`config.mk`:
```
export PLATFORM = sky130hd
export DESIGN_NAME = game_round_controller
export DESIGN_NICKNAME = d
export VERILOG_FILES = /design/src/rtl/game_ctrl_pkg.sv /design/src/rtl/game_round_controller_plan_fifo.sv /design/src/rtl/game_round_controller.sv
export SDC_FILE = /design/constraint.sdc
export NUM_CORES = 1
export LEC_CHECK = 0
export BUFFER_PORTS_ARGS = -buffer_cell sky130_fd_sc_hd__buf_2
export CAP_MARGIN = 20
export CELL_PAD_IN_SITES_DETAIL_PLACEMENT = 1
export CELL_PAD_IN_SITES_GLOBAL_PLACEMENT = 2
export CORE_MARGIN = 3
export CORE_UTILIZATION = 36
export DETAILED_ROUTE_END_ITERATION = 8
export PLACE_DENSITY_LB_ADDON = 0.1
export SLEW_MARGIN = 25
export SYNTH_ARGS = -nofsm -noshare
export SYNTH_HDL_FRONTEND = slang
export SYNTH_SLANG_ARGS = --single-unit
```
`constraint.sdc`:
```
create_clock -name clk -period 3 [get_ports clk]
set_input_delay 0.45 -clock clk [delete_from_list [all_inputs] [get_ports clk]]
set_output_delay 0.45 -clock clk [all_outputs]
set_load 0.005 [all_outputs]
```
`src/rtl/game_ctrl_pkg.sv`:
```
// game_ctrl_pkg: shared types and constants for the game round controller.
package game_ctrl_pkg;
  typedef enum logic [2:0] {IDLE, LOAD, RUN, CLR, REPORT} state_t;
  typedef enum logic [1:0] {MODE_UP1 = 2'b00, MODE_UP2 = 2'b01, MODE_DN1 = 2'b10, MODE_DN2 = 2'b11} mode_t;
  localparam logic [1:0] WHO_WIN  = 2'b01;
  localparam logic [1:0] WHO_LOSE = 2'b10;
  typedef struct packed {
    mode_t      mode;
    logic [3:0] init;
  } plan_t;
  function automatic logic [7:0] sat_inc(input logic [7:0] v, input logic en);
    return (en && v != 8'hff) ? v + 8'd1 : v;
  endfunction
endpackage

```
`src/rtl/game_round_controller_plan_fifo.sv`:
```
// plan_fifo: DEPTH-entry round-plan queue with registered full/empty flags and no bypass.
module plan_fifo
  import game_ctrl_pkg::*;
#(
  parameter int DEPTH = 4
) (
  input  logic  clk,
  input  logic  reset,
  input  logic  i_push,
  input  plan_t i_data,
  input  logic  i_pop,
  output plan_t o_data,
  output logic  o_full,
  output logic  o_empty
);
  localparam int AW = $clog2(DEPTH);
  plan_t r_mem [DEPTH];
  logic [AW-1:0] r_wp, r_rp;
  logic [AW:0] r_cnt, w_cnt;
  logic r_full, r_empty, w_push, w_pop;
  assign w_push  = i_push && !r_full;
  assign w_pop   = i_pop && !r_empty;
  assign w_cnt   = r_cnt + (AW+1)'(w_push) - (AW+1)'(w_pop);
  assign o_data  = r_mem[r_rp];
  assign o_full  = r_full;
  assign o_empty = r_empty;
  always_ff @(posedge clk) begin
    if (reset) begin
      r_wp    <= '0;
      r_rp    <= '0;
      r_cnt   <= '0;
      r_full  <= 1'b0;
      r_empty <= 1'b1;
    end else begin
      r_wp    <= r_wp + AW'(w_push);
      r_rp    <= r_rp + AW'(w_pop);
      r_cnt   <= w_cnt;
      r_full  <= w_cnt == (AW+1)'(DEPTH);
      r_empty <= w_cnt == '0;
    end
  end
  always_ff @(posedge clk) if (w_push) r_mem[r_wp] <= i_data;
endmodule

```
`src/rtl/game_round_controller.sv`:
```
// game_round_controller: runs queued round plans on the multi-mode counter and reports results.
// Optional macro GAME_TIMEOUT_EN ends a round after MAX_RUN RUN cycles without GAMEOVER.
module game_round_controller
  import game_ctrl_pkg::*;
#(
  parameter int DEPTH   = 4,
  parameter int CYC_W   = 16,
  parameter int MAX_RUN = 5000
) (
  input  logic             clk,
  input  logic             reset,
  input  logic             enable,
  input  logic             plan_valid,
  output logic             plan_ready,
  input  logic [1:0]       plan_mode,
  input  logic [3:0]       plan_init,
  output logic [1:0]       control,
  output logic             INIT,
  output logic [3:0]       initial_value,
  output logic             cnt_reset,
  input  logic             GAMEOVER,
  input  logic [1:0]       WHO,
  output logic             res_valid,
  input  logic             res_ready,
  output logic [1:0]       res_who,
  output logic [CYC_W-1:0] res_cycles,
  output logic             res_err,
  output logic [7:0]       win_tally,
  output logic [7:0]       lose_tally,
  output logic             busy
);
  state_t r_state, w_next;
  plan_t w_in, w_head;
  mode_t r_ctrl;
  logic [3:0] r_ival;
  logic [CYC_W-1:0] r_cyc;
  logic [1:0] r_who;
  logic [7:0] r_win, r_lose;
  logic r_init, r_crst, r_valid, r_err, r_busy;
  logic w_full, w_empty, w_pop, w_go, w_to;
  assign w_in = '{mode: mode_t'(plan_mode), init: plan_init};
  plan_fifo #(.DEPTH(DEPTH)) u_fifo (
    .clk    (clk),
    .reset  (reset),
    .i_push (plan_valid),
    .i_data (w_in),
    .i_pop  (w_pop),
    .o_data (w_head),
    .o_full (w_full),
    .o_empty(w_empty)
  );
  assign w_pop = r_state == IDLE && enable && !w_empty;
  assign w_go  = r_state == RUN && GAMEOVER;
`ifdef GAME_TIMEOUT_EN
  assign w_to = r_state == RUN && !GAMEOVER && r_cyc == CYC_W'(MAX_RUN - 1);
`else
  assign w_to = 1'b0;
`endif
  always_comb begin
    w_next = r_state;
    case (r_state)
      IDLE:    w_next = w_pop ? LOAD : IDLE;
      LOAD:    w_next = RUN;
      RUN:     w_next = (w_go || w_to) ? CLR : RUN;
      CLR:     w_next = REPORT;
      REPORT:  w_next = res_ready ? IDLE : REPORT;
      default: w_next = IDLE;
    endcase
  end
  // Control outputs are decoded from the next state so every output is a flop.
  always_ff @(posedge clk) begin
    if (reset) begin
      r_state <= IDLE;
      r_ctrl  <= MODE_UP1;
      r_ival  <= '0;
      r_init  <= 1'b0;
      r_crst  <= 1'b1;
      r_valid <= 1'b0;
      r_busy  <= 1'b0;
      r_cyc   <= '0;
      r_who   <= '0;
      r_err   <= 1'b0;
      r_win   <= '0;
      r_lose  <= '0;
    end else begin
      r_state <= w_next;
      r_init  <= w_next == LOAD;
      r_crst  <= w_next == CLR;
      r_valid <= w_next == REPORT;
      r_busy  <= w_next != IDLE;
      if (w_pop) begin
        r_ctrl <= w_head.mode;
        r_ival <= w_head.init;
      end
      if (r_state == LOAD) r_cyc <= '0;
      else if (r_state == RUN && r_cyc != '1) r_cyc <= r_cyc + 1'b1;
      if (w_go) begin
        r_who  <= WHO;
        r_err  <= WHO[1] == WHO[0];
        r_win  <= sat_inc(r_win, WHO == WHO_WIN);
        r_lose <= sat_inc(r_lose, WHO == WHO_LOSE);
      end else if (w_to) begin
        r_who <= 2'b00;
        r_err <= 1'b1;
      end
    end
  end
  assign plan_ready    = !w_full;
  assign control       = r_ctrl;
  assign INIT          = r_init;
  assign initial_value = r_ival;
  assign cnt_reset     = r_crst;
  assign res_valid     = r_valid;
  assign res_who       = r_who;
  assign res_cycles    = r_cyc;
  assign res_err       = r_err;
  assign win_tally     = r_win;
  assign lose_tally    = r_lose;
  assign busy          = r_busy;
endmodule

```
==> qor.txt <==
Ranking of synthesized cells by area: dfxtp_1 33%, edfxtp_1 21%, a21oi_1 4.8%, o31ai_1 4.1%, or4_1 4.1%
Synth cell types: 42
Gr busiest metal: met2
Antenna Cells: 0
Yosys warns: 0
Post-CTS Resized: 0
Vias in the first global route: 2,553
Buf/Inv on CP: 2
Largest area contributor in the netlist: dfxtp_1
Placed Cells: 499
Initial core utilization: 37.4%
Initial antenna violation count: 0
Mean post-synth cell area: 10.8 µm²
Gate Count Post-Synth: 321
DR vias: 2,625
Share of layout cells above drive strength 1: 24.8%
Max-slew violations: 0
#FFs+latches synth: 81
Layout area overhead: 18.9%
Synth Net Count: 345
Area of the multi-input gates: 1470 µm²
CTS tree: built
Sw Share: 27.5%
Drt pass-1 iters: 4
CP Capture Type: register
Number of synthesized flops with an enable pin: 24
Synth Flop Type: dfxtp_1
Hold Path Cell Cnt: 1
Reg2Reg Setup Slack: 660 ps
Top cell family by delay on the critical path: adder cells
Placer Congestion: 0.704
# IOs: 60
Internal power: 1960 µW
Final std cells w/o fill: 516
Die area: 10,900 µm²
Async SR Flop Fraction: 0%
DPL Wire Length: 5310 µm
Max VDD drop: 0.365 mV
Register Area: 1860 µm²
GRT Resource Usage Total: 14.7%
Worst-Margin Slew: 999 ps
Worst-path clk slew: 100 ps
Final wirelength: 7610 µm
Die width: 104 µm
Num CTS Buffers: 9
Drt via density: 5.09
Worst R2R Start: r_state[1]
Leakage: 0.00159 µW
Fmax: 428 MHz
Worst clock skew: 13.2 ps
Largest net degree at the start of global routing: 41
Max-cap violations: 0
Grt met2 use: 23.5%
WP data arrival: 2600 ps
Slew Limit Headroom: 33.1%
RSZ-0062 raised after global routing: no
Worst-path fanout max: 11
Clk Latency, worst-skew pair: 350 ps
Clk root buf: clkbuf_8
PortBufs: 59
Final Cycle Share: 77.9%
Initial DRC count: 46
CTS H-Tree Depth: 3
Count of final hold-check violations: 0
Share of the synthesized area in the top cell type: 32.9%
Status: finished, final reports clean
Clock Power Share: 34.3%
First-pass GRT wire length: 13,000 µm
Flop pwr share: 49.0%
Post-CTS setup buffer count: 0
Sw power: 744 µW
Crit-path slowest cell: dfxtp_1
Grt met3 use: 4.03%
Post-DRT Antenna Nets: 0
Worst EP required: 3260 ps
Crit-path cells: nor2_1, nand3_1, inv_1, ha_1, inv_1, ha_1, fa_1, xnor2_1, xnor2_1, nand2_1, nor3_1
Post-CTS Hold Fix Bufs: 0
Setup Crit Path Kind: register to register
Core area: 9280 µm²
R2r endpoint: u_fifo.o_full
Tmin final: 2340 ps
Worst Hold Class: input pin to register
Netlist Area Pre-Place: 3470 µm²
Worst r2r path cells: 11
Most frequent cell after synthesis: dfxtp_1
Fin Setup TNS: 0 ps
Row Count: 35
Setup violations, final: 0
Hold endpoint: u_fifo.r_mem[3][1]
# fillers: 1,063
Gr ovfl total: 0
Gate power share: 16.7%
DRC viols: 0
Clk sink count: 81
Grt met1 use: 19.6%
Final core occ: 44.4%
Die span in y: 104 µm
Post-synth top cells: 57 x dfxtp_1, 33 x a21oi_1, 24 x edfxtp_1
Post-synthesis sequential area ratio: 53.7%
WL per Instance: 14.8 µm
Hold path startpoint: plan_init[1]
CP startpoint kind: register
Nets: 406
Clock Path Buffers: 2
PD cells: 656 nW/µm²
Max incr delay on CP: 530 ps
power groups by stage:
stage          Combinational [µW]  Sequential [µW]  Clock, µW
2_1_floorplan                 348             1320          0
5_1_grt                       524             1340       1010
3_5_place_dp                  461             1350          0
4_1_cts                       464             1330        965
3_3_place_gp                  454             1350          0
6_report                      452             1320        928
per-layer routing:
layer	routed length, µm	up-vias
met5	0	-
met4	57	0
met3	267	5
met2	3510	39
met1	3780	1256
li1	-	1325
cell type report:
cell class                      count  area share, %
Tap cell                          129           3.91
Timing Repair Buffer               63           7.89
Multi-Input combinational cell    208           35.7
Clock buffer                        9           3.00
Clock inverter                      7           2.58
Sequential cell                    81           45.1
Inverter                           19           1.73
how the worst max path moves through the flow:
stage	cells past startpoint	slack (ps)	end	startpoint
floorplan	11	650	u_fifo.o_full	r_state[2]
global placement	11	770	u_fifo.o_full	r_state[1]
detailed placement	11	720	u_fifo.o_full	r_state[1]
CTS	11	650	u_fifo.o_full	r_state[1]
global route	11	410	u_fifo.o_full	r_state[2]
finish	11	660	u_fifo.o_full	r_state[1]
registers in the layout, indices dropped and copies added (netlist names), 2 cells and up:
signal	cells
u_fifo.r_mem	24
res_who	2
lose_tally	8
control	2
u_fifo.r_cnt	3
u_fifo.r_wp	2
u_fifo.r_rp	2
r_state	3
initial_value	4
res_cycles	16
win_tally	8
cell families (layout without fill, tap and decap cells):
group | after synthesis | after routing | synth area share (%)
simple gates | 111 | 111 | 19.3
flops | 81 | 81 | 53.7
xor+xnor | 7 | 7 | 1.77
fa+ha+maj | 10 | 10 | 3.82
mux | 14 | 14 | 6.20
buf+inv | 32 | 98 | 3.86
compound gates | 66 | 66 | 11.4
metrics by stage:
stage               power, µW  cell area, µm²  setup slack (ps)  hold slack (ps)
floorplan                1670            3470               653              453
global placement         1800            3890               773              446
detailed placement       1810            3890               717              447
CTS                      2750            4120               654              290
global route             2880            4120               406              290
finish                   2700            4120               662              311
cells in the final DEF, fill, tap and decap left out, types with 2 or more instances in the layout:
cell type  count
nor4_2         2
mux2i_1        8
buf_4          3
or3_1          7
mux4_2         6
inv_6          3
bufinv_16      2
dfxtp_1       57
o41ai_1        2
and4_1         2
nand3b_1       2
edfxtp_1      24
buf_2         59
and3_1         2
or2_2          3
nand4_1        8
xnor2_1        5
nand3_1       13
inv_1         19
or4_1         19
nor3b_1        2
and4bb_2       2
nor2b_1        6
a21oi_1       33
o31ai_1       19
clkbuf_8       9
nand2_1       14
ha_1           9
o211ai_1       2
nor2_1        19
nor3_1         3
xor2_1         2
o21ai_0        8
No activity file was read; power rests on OpenSTA's default activity.
